===== config.mk =====
export PLATFORM = sky130hd
export DESIGN_NAME = mcs4_rom_loader
export DESIGN_NICKNAME = d
export VERILOG_FILES = /design/src/rtl/mcs4_rom_loader.sv
export SDC_FILE = /design/constraint.sdc
export NUM_CORES = 1
export LEC_CHECK = 0
export CORE_ASPECT_RATIO = 1.1
export CORE_MARGIN = 1
export CORE_UTILIZATION = 56
export CTS_CLUSTER_SIZE = 25
export DETAILED_ROUTE_END_ITERATION = 12
export PLACE_DENSITY = 0.86
export SKIP_CTS_REPAIR_TIMING = 1
export SLEW_MARGIN = 20
export SYNTH_ARGS = -nofsm -noshare
export SYNTH_HDL_FRONTEND = slang
export SYNTH_SLANG_ARGS = --single-unit
export TNS_END_PERCENT = 10

===== constraint.sdc =====
create_clock -name CLK -period 5 [get_ports CLK]
set_input_delay 1 -clock CLK [delete_from_list [all_inputs] [get_ports CLK]]
set_output_delay 1 -clock CLK [all_outputs]
set_load 0.05 [all_outputs]

===== src/rtl/mcs4_rom_loader.sv =====
// Streams a program image into the MCS4 system ROM through its ROM_INIT port,
// or reads the ROM back and counts mismatches against the stream (verify mode).
module mcs4_rom_loader #(
  parameter int ADDR_W = 12,
  parameter int DATA_W = 8,
  parameter int DEPTH  = 4096,
  parameter int RD_LAT = 1,
  parameter int CNT_W  = 13
) (
  input  logic              CLK,
  input  logic              RES,
  input  logic              START,
  input  logic              MODE,
  input  logic              ABORT,
  input  logic              IN_VALID,
  output logic              IN_READY,
  input  logic [DATA_W-1:0] IN_DATA,
  output logic              ROM_INIT_ENB,
  output logic [ADDR_W-1:0] ROM_INIT_ADDR,
  output logic              ROM_INIT_RE,
  output logic              ROM_INIT_WE,
  output logic [DATA_W-1:0] ROM_INIT_WDATA,
  input  logic [DATA_W-1:0] ROM_INIT_RDATA,
  output logic              CPU_RES_N,
  output logic              BUSY,
  output logic              DONE,
  output logic              ERR,
  output logic [CNT_W-1:0]  ERR_COUNT,
  output logic [ADDR_W-1:0] ERR_ADDR
);

  localparam int LAT_W = $clog2(RD_LAT + 1);
  localparam logic [ADDR_W-1:0] LAST_ADDR = ADDR_W'(DEPTH - 1);
  localparam logic [CNT_W-1:0]  CNT_MAX   = '1;

  typedef enum logic [2:0] {
    IDLE,
    WR,
    RD_REQ,
    RD_WAIT,
    FIN
  } state_t;

  state_t             state;
  logic [ADDR_W-1:0]  addr;
  logic [DATA_W-1:0]  expected;
  logic [LAT_W-1:0]   lat_cnt;

  logic handshake;
  logic last_word;

  assign handshake = IN_VALID & IN_READY;
  assign last_word = (addr == LAST_ADDR);

  // FIN spends its first cycle dropping ENB (ENB itself marks that phase)
  // and the second raising DONE, so ENB covers the final strobe entirely.
  always_ff @(posedge CLK or posedge RES) begin
    if (RES) begin
      state          <= IDLE;
      addr           <= '0;
      expected       <= '0;
      lat_cnt        <= '0;
      IN_READY       <= 1'b0;
      ROM_INIT_ENB   <= 1'b0;
      ROM_INIT_ADDR  <= '0;
      ROM_INIT_RE    <= 1'b0;
      ROM_INIT_WE    <= 1'b0;
      ROM_INIT_WDATA <= '0;
      CPU_RES_N      <= 1'b0;
      BUSY           <= 1'b0;
      DONE           <= 1'b0;
      ERR            <= 1'b0;
      ERR_COUNT      <= '0;
      ERR_ADDR       <= '0;
    end else if (ABORT && state != IDLE) begin
      state        <= IDLE;
      IN_READY     <= 1'b0;
      ROM_INIT_ENB <= 1'b0;
      ROM_INIT_RE  <= 1'b0;
      ROM_INIT_WE  <= 1'b0;
      CPU_RES_N    <= 1'b1;
      BUSY         <= 1'b0;
    end else begin
      ROM_INIT_WE <= 1'b0;
      ROM_INIT_RE <= 1'b0;
      case (state)
        IDLE: begin
          CPU_RES_N <= 1'b1;
          if (START) begin
            addr         <= '0;
            DONE         <= 1'b0;
            ERR          <= 1'b0;
            ERR_COUNT    <= '0;
            ERR_ADDR     <= '0;
            ROM_INIT_ENB <= 1'b1;
            CPU_RES_N    <= 1'b0;
            BUSY         <= 1'b1;
            IN_READY     <= 1'b1;
            state        <= MODE ? RD_REQ : WR;
          end
        end
        WR: begin
          if (handshake) begin
            ROM_INIT_WE    <= 1'b1;
            ROM_INIT_ADDR  <= addr;
            ROM_INIT_WDATA <= IN_DATA;
            if (last_word) begin
              IN_READY <= 1'b0;
              state    <= FIN;
            end else begin
              addr <= addr + ADDR_W'(1);
            end
          end
        end
        RD_REQ: begin
          if (handshake) begin
            expected      <= IN_DATA;
            ROM_INIT_RE   <= 1'b1;
            ROM_INIT_ADDR <= addr;
            IN_READY      <= 1'b0;
            lat_cnt       <= '0;
            state         <= RD_WAIT;
          end
        end
        RD_WAIT: begin
          if (lat_cnt == LAT_W'(RD_LAT)) begin
            if (ROM_INIT_RDATA != expected) begin
              ERR <= 1'b1;
              if (ERR_COUNT != CNT_MAX) ERR_COUNT <= ERR_COUNT + CNT_W'(1);
              if (ERR_COUNT == '0) ERR_ADDR <= addr;
            end
            if (last_word) begin
              state <= FIN;
            end else begin
              addr     <= addr + ADDR_W'(1);
              IN_READY <= 1'b1;
              state    <= RD_REQ;
            end
          end else begin
            lat_cnt <= lat_cnt + LAT_W'(1);
          end
        end
        FIN: begin
          if (ROM_INIT_ENB) begin
            ROM_INIT_ENB <= 1'b0;
            CPU_RES_N    <= 1'b1;
          end else begin
            DONE  <= 1'b1;
            BUSY  <= 1'b0;
            state <= IDLE;
          end
        end
        default: state <= IDLE;
      endcase
    end
  end

endmodule


==> results of run 1 <==
## critical path, cell delays in order
cell,delay [ns]
clkdlybuf4s50_1,0.58
nand4bb_1,0.64
o21ai_1,0.40
o21ai_1,0.36
a22o_1,0.34
## state kept, by name (all words and copies together), names as in the netlist
signal          count
ERR_COUNT          13
ERR_ADDR           12
ROM_INIT_ADDR      12
addr               12
ROM_INIT_WDATA      8
expected            8
state               3
BUSY                1
CPU_RES_N           1
DONE                1
ERR                 1
IN_READY            1
ROM_INIT_ENB        1
ROM_INIT_RE         1
ROM_INIT_WE         1
lat_cnt             1
## placed cells by master (no fill, tap or decap), types with 10 or more instances in the layout
cell              n
o21ai_0          24
mux2_1           11
clkbuf_8         10
nor2_1           19
a22o_1           13
nand3_1          18
nand2_1          71
a21oi_1          13
clkdlybuf4s50_1  74
dfrtp_1          77
## path summary, 6_finish.rpt
kind,startpoint,to,cells after the start
setup / recovery,ABORT,ERR_ADDR[3]$_DFFE_PP0P_,5
hold / removal,ROM_INIT_WDATA[4]$_DFFE_PP0P_,ROM_INIT_WDATA[4]$_DFFE_PP0P_,2
setup reg to reg,state[0]$_DFFE_PP0P_,ERR_ADDR[3]$_DFFE_PP0P_,4
hold reg to reg,ROM_INIT_WDATA[4]$_DFFE_PP0P_,ROM_INIT_WDATA[4]$_DFFE_PP0P_,2
max in group asynchronous,RES,ERR$_DFFE_PP0P_,3
min in group asynchronous,RES,ROM_INIT_ADDR[8]$_DFFE_PP0P_,2
## layer usage
metal  vias to the layer above  global-route usage  part of all wire
met5                         -                   0                 0
met4                         0               0.130             0.024
met3                        21              0.0732             0.075
met2                       145               0.427              0.50
met1                      1532               0.325              0.40
li1                       1546                   -                 -
## metrics by stage
step | setup WS (ns) | cells | power, mW | hold WS, ns | area [sq um]
after floorplan | 2.03 | 386 | 1.58 | 0.467 | 3830
after global placement | 1.51 | 523 | 1.83 | 0.457 | 4580
after detailed placement | 1.28 | 523 | 1.85 | 0.464 | 4580
after CTS | 1.67 | 539 | 2.31 | 0.488 | 4770
after global routing | 1.79 | 539 | 2.44 | 0.514 | 4770
final | 1.91 | 539 | 2.31 | 0.487 | 4770
## cells by family (layout without fill, tap and decap cells)
logic type	count (synthesis)	in the layout	synth area share
mux	15	15	0.0438
buf+inv	31	102	0.0392
compound gates	94	94	0.175
xor+xnor	8	8	0.0183
simple gates	158	158	0.210
flops	77	77	0.503
fa+ha+maj	3	3	0.00981
## Yosys cell counts (6+ instances only)
library cell	instances
a22o_1	13
nor3_1	7
nand3_1	18
clkbuf_1	10
mux2_1	11
inv_1	7
a21oi_1	13
o21ai_0	24
o22a_1	8
nor2_1	19
nor4_1	7
dfrtp_1	77
nand2_1	71
o31ai_1	6
xnor2_1	8
## layout make-up
cell class | count | area (sq um)
Fill cell | 491 | 1820
Timing Repair Buffer | 77 | 763
Tap cell | 82 | 103
Clock inverter | 5 | 50.0
Clock buffer | 11 | 141
Multi-Input combinational cell | 278 | 1760
Inverter | 9 | 33.8
Sequential cell | 77 | 1930
## power by group
| part | leakage [nW] | switching (mW) | total, mW | internal, mW |
|---|---|---|---|---|
| sequential | 1.03 | 0.139 | 0.881 | 0.742 |
| combinational | 0.933 | 0.627 | 0.964 | 0.337 |
| clock | 0.103 | 0.219 | 0.460 | 0.241 |
| total | 2.07 | 0.985 | 2.31 | 1.32 |
==> run metrics, run 1 <==
run status finished, final reports clean; Worst-path clk slew 0.07 ns; Final GP Congestion 0.869; R2R setup slack 2.08 ns; maxcap violations 0; syn_nets 411; NumNets Final 477; root buffer cell clkbuf_8; VDD IR-drop max 0.456 mV; IO buf count 74; fin. max-slew vios 0; global route overflow 0; Std-Cell Rows 31; kind of start point of the critical path input port; Worst Hold Class reg -> reg; WL/cell 16.2 um; Antenna Cells 0; number of global-route vias before repair 3042; ys async rst share 1.00; via count 3244; P&R area growth vs syn 24.7%; fin crit period 3.09 ns; vias per cell 6.02; YS warnings 0; critical path class in -> reg; io pins 75; Seq/Total Area, Yosys 0.503; GRT Overall Usage 0.264; mapped cell area 3830 sq um; Most used DFF post-synth dfrtp_1; share of cells above drive strength 1 0.0788; Req. time, crit path 5.24 ns; Synth top area share 0.503; post-synth top area cell dfrtp_1; clk sink count 77; leading post-synthesis cells by cell area dfrtp_1 (50%), nand2_1 (7.0%), mux2_1 (3.2%); Final Core Density 0.724; Cells after Synth 386; Mean Syn Cell Area 9.92 sq um; clk_lat worst skew 0.35 ns; Die H 88.7 um; Slew HR 0.395; fmax 324 MHz; Worst EP arrival 3.32 ns; RSZ-0062 raised after global routing no; die area 7170 sq um; H-tree Lvls 3; register bit total from synthesis 77; worst-path maximum fanout 13; Worst setup EP type flop; CTS Buffer Depth 2; DRC Markers 0; chip width 80.8 um; final hold violations 0; Starting Density 0.580; # setup viols final 0; Netlist cell types 63; Routed WL 8760 um; first-pass detailed-route iteration total 4; Antenna Violating Nets Remaining 0; First DRT Iteration DRCs 226; number of synthesized flops with an enable pin 0; final setup TNS 0 ns; final setup skew 0.00684 ns; Worst Tran Pin Value 0.908 ns; first-pass GRT wire length 14100 um; CTS tree yes; largest net degree at the start of global routing 47; total CTS buffers 9; Pwr Density 483 nW/um^2; dpl hpwl 6230 um; post-route clock period utilization 0.618; CORE AREA 6590 sq um; leakage 2.07 nW; initial antenna violation count 0
Note: power is estimated with default switching activity, not from simulation.
==> run 2: changes to the inputs <==
--- a/config.mk
+++ b/config.mk
@@ -7,10 +7,10 @@
 export LEC_CHECK = 0
 export CORE_ASPECT_RATIO = 1.1
 export CORE_MARGIN = 1
-export CORE_UTILIZATION = 56
+export CORE_UTILIZATION = 47
 export CTS_CLUSTER_SIZE = 25
 export DETAILED_ROUTE_END_ITERATION = 12
-export PLACE_DENSITY = 0.86
+export PLACE_DENSITY = 0.77
 export SKIP_CTS_REPAIR_TIMING = 1
 export SLEW_MARGIN = 20
 export SYNTH_ARGS = -nofsm -noshare
==> constraint.sdc (replaced) <==
create_clock -name CLK -period 2.8 [get_ports CLK]
set_input_delay 0.56 -clock CLK [delete_from_list [all_inputs] [get_ports CLK]]
set_output_delay 0.56 -clock CLK [all_outputs]
set_load 0.05 [all_outputs]
==> run 2 against run 1 <==
Net effect:
- sequential share of layout area down 0.77 points
- design area up 1.9%
- clock power up 62%
- die area up 19%
- register-to-register slack worse by 1.7 ns
- largest power group unchanged
- sequential power up 74%
- sequential cell count unchanged
- worst hold slack worse by 0.0017 ns
- clock-buffer cell count unchanged
- cell count up 6.7%
- routed wire length up 3.7%
- core utilization down 11 points
==> run metrics, run 2 (synthesis gave the netlist of run 1 again) <==
dpl hpwl 6490 um (+4.1%); slowest CP cell o21ai_1; GRT Overall Usage 0.229 (-0.0348); vias per cell 5.67 (-5.7%); Worst-path clk slew 0.08 ns (about the same); run status finished, final reports clean; Critical Path Start state[0]$_DFFE_PP0P_; Die H 96.6 um (+9.0%); pre-CTS setup slack 0.168 ns (-1.11 ns); final hold violations 0 (unchanged); max reg flops 13 (unchanged); Clk network pwr share 0.181 (-0.019); CTS Buffer Depth 2 (unchanged); dpl cell area 4700 sq um (+2.6%); critical path class reg -> reg; Gate power share 0.446 (+0.028); via count 3262 (+0.55%); clk sink count 77 (unchanged); Antenna Cells 0 (unchanged); first-pass detailed-route iteration total 4 (unchanged); H-tree Lvls 3 (unchanged); final instance area 4870 sq um (+1.9%); Sequential Area 1930 sq um (unchanged); leakage 2.10 nW (+1.4%); net switching fraction of the power 0.441 (+0.0131); Max stage delay on crit path 0.81 ns (+0.17 ns); number of global-route vias before repair 3206 (+5.4%); First DRT Iteration DRCs 155 (-31%); Worst Tran Pin Value 0.933 ns (+0.0252 ns); Slew HR 0.374 (-0.0210); chip width 88.0 um (+8.9%); io pins 75 (unchanged); Hold Slack 0.486 ns (-0.00167 ns); largest net degree at the start of global routing 78 (+66%); Largest Register ERR_COUNT; final setup TNS 0 ns (unchanged); Std-Cell Rows 34 (+9.7%); IO buf count 74 (unchanged); fin crit period 2.39 ns; Worst Hold Class reg -> reg; die area 8510 sq um (+19%); Routed WL 9080 um (+3.7%); WL/cell 15.8 um (-2.8%); sw power 1.81 mW (+84%); RR Startpoint state[0]$_DFFE_PP0P_; total CTS buffers 9 (unchanged); P&R area growth vs syn 27.1%; initial antenna violation count 0 (unchanged); Final GP Congestion 0.874 (+0.56%); root buffer cell clkbuf_8; Worst setup EP type flop; VDD IR-drop max 0.862 mV (+89%); Pwr Density 844 nW/um^2 (+75%); RSZ-0062 raised after global routing no; area used by multi-input combinational logic 1750 sq um (-0.28%); fmax 418 MHz; maxcap violations 0 (unchanged); share of cells above drive strength 1 0.0942 (+0.0154); Final Core Density 0.615 (-0.109); DRC Markers 0 (unchanged); NumNets Final 487 (+2.1%); worst setup margin 0.408 ns (-1.50 ns); CORE AREA 7910 sq um (+20%); kind of start point of the critical path flop; worst-path maximum fanout 12 (-1); crit-path cells nor2b_1, nand2_1, o21ai_1, a22o_1; Internal 2.30 mW (+74%); Antenna Violating Nets Remaining 0 (unchanged); Starting Density 0.484 (-0.0967); Req. time, crit path 3.10 ns (-2.14 ns); Filler cells 684 (+39%); clk_lat worst skew 0.36 ns (about the same); Worst EP arrival 2.69 ns (-0.63 ns); final setup skew 0.00777 ns (+0.000927 ns); post-route clock period utilization 0.854; # setup viols final 0 (unchanged); Seq pwr share 0.373 (-0.009); commonest non-fill, non-tap cells in the layout dfrtp_1 (77), clkdlybuf4s50_1 (74), nand2_1 (71); first-pass GRT wire length 15200 um (+7.3%); most common cell after layout, fill and taps aside dfrtp_1; fin. max-slew vios 0 (unchanged); min-delay src ROM_INIT_ADDR[6]$_DFFE_PP0P_; CTS tree yes; global route overflow 0 (unchanged)
run 2: area by class of cell:
class,count,area share
inverter,9,0.00694
timing repair buffer,87,0.175
tap,108,0.0278
clock inverter,5,0.00771
sequential,77,0.396
multi-input combinational,278,0.360
clock buffer,11,0.0270
run 2: worst max-delay path: cells and delay by family, from the launching register on:
| kind | cells | cell delay, ns |
|---|---|---|
| DFF | 1 | 0.57 |
| AOI/OAI and AO/OA | 2 | 1.08 |
| and+or+nand+nor | 2 | 0.67 |
run 2: per-stage QoR:
stage	instances	power, mW
floorplan	386	2.82
global route	575	4.36
global placement	559	3.34
detailed placement	559	3.37
CTS	575	4.12
finish	575	4.11
run 2: metal layers:
| layer | track usage | wire, um | vias up |
|---|---|---|---|
| li1 | - | - | 1566 |
| met1 | 0.284 | 3820 | 1587 |
| met2 | 0.376 | 4580 | 95 |
| met3 | 0.0674 | 547 | 14 |
| met4 | 0.0806 | 128 | 0 |
| met5 | 0 | 0 | - |
run 2: final timing paths:
path	depth (start not counted)	to	slack, ns
worst max-delay path	4	ERR_ADDR[6]$_DFFE_PP0P_	0.41
worst min-delay path	1	ROM_INIT_ADDR[6]$_DFFE_PP0P_	0.49
worst max register to register	4	ERR_ADDR[6]$_DFFE_PP0P_	0.41
worst min register to register	1	ROM_INIT_ADDR[6]$_DFFE_PP0P_	0.49
max in group asynchronous	3	addr[10]$_DFFE_PP0P_	1.88
min in group asynchronous	3	IN_READY$_DFFE_PP0P_	0.59
run 2: power by group through the flow:
| stage | logic (mW) | clock network [mW] | registers, mW |
|---|---|---|---|
| 2_1_floorplan | 0.884 | 0 | 1.94 |
| 3_3_place_gp | 1.79 | 0 | 1.55 |
| 3_5_place_dp | 1.82 | 0 | 1.55 |
| 4_1_cts | 1.83 | 0.756 | 1.53 |
| 5_1_grt | 1.98 | 0.814 | 1.56 |
| 6_report | 1.83 | 0.745 | 1.53 |
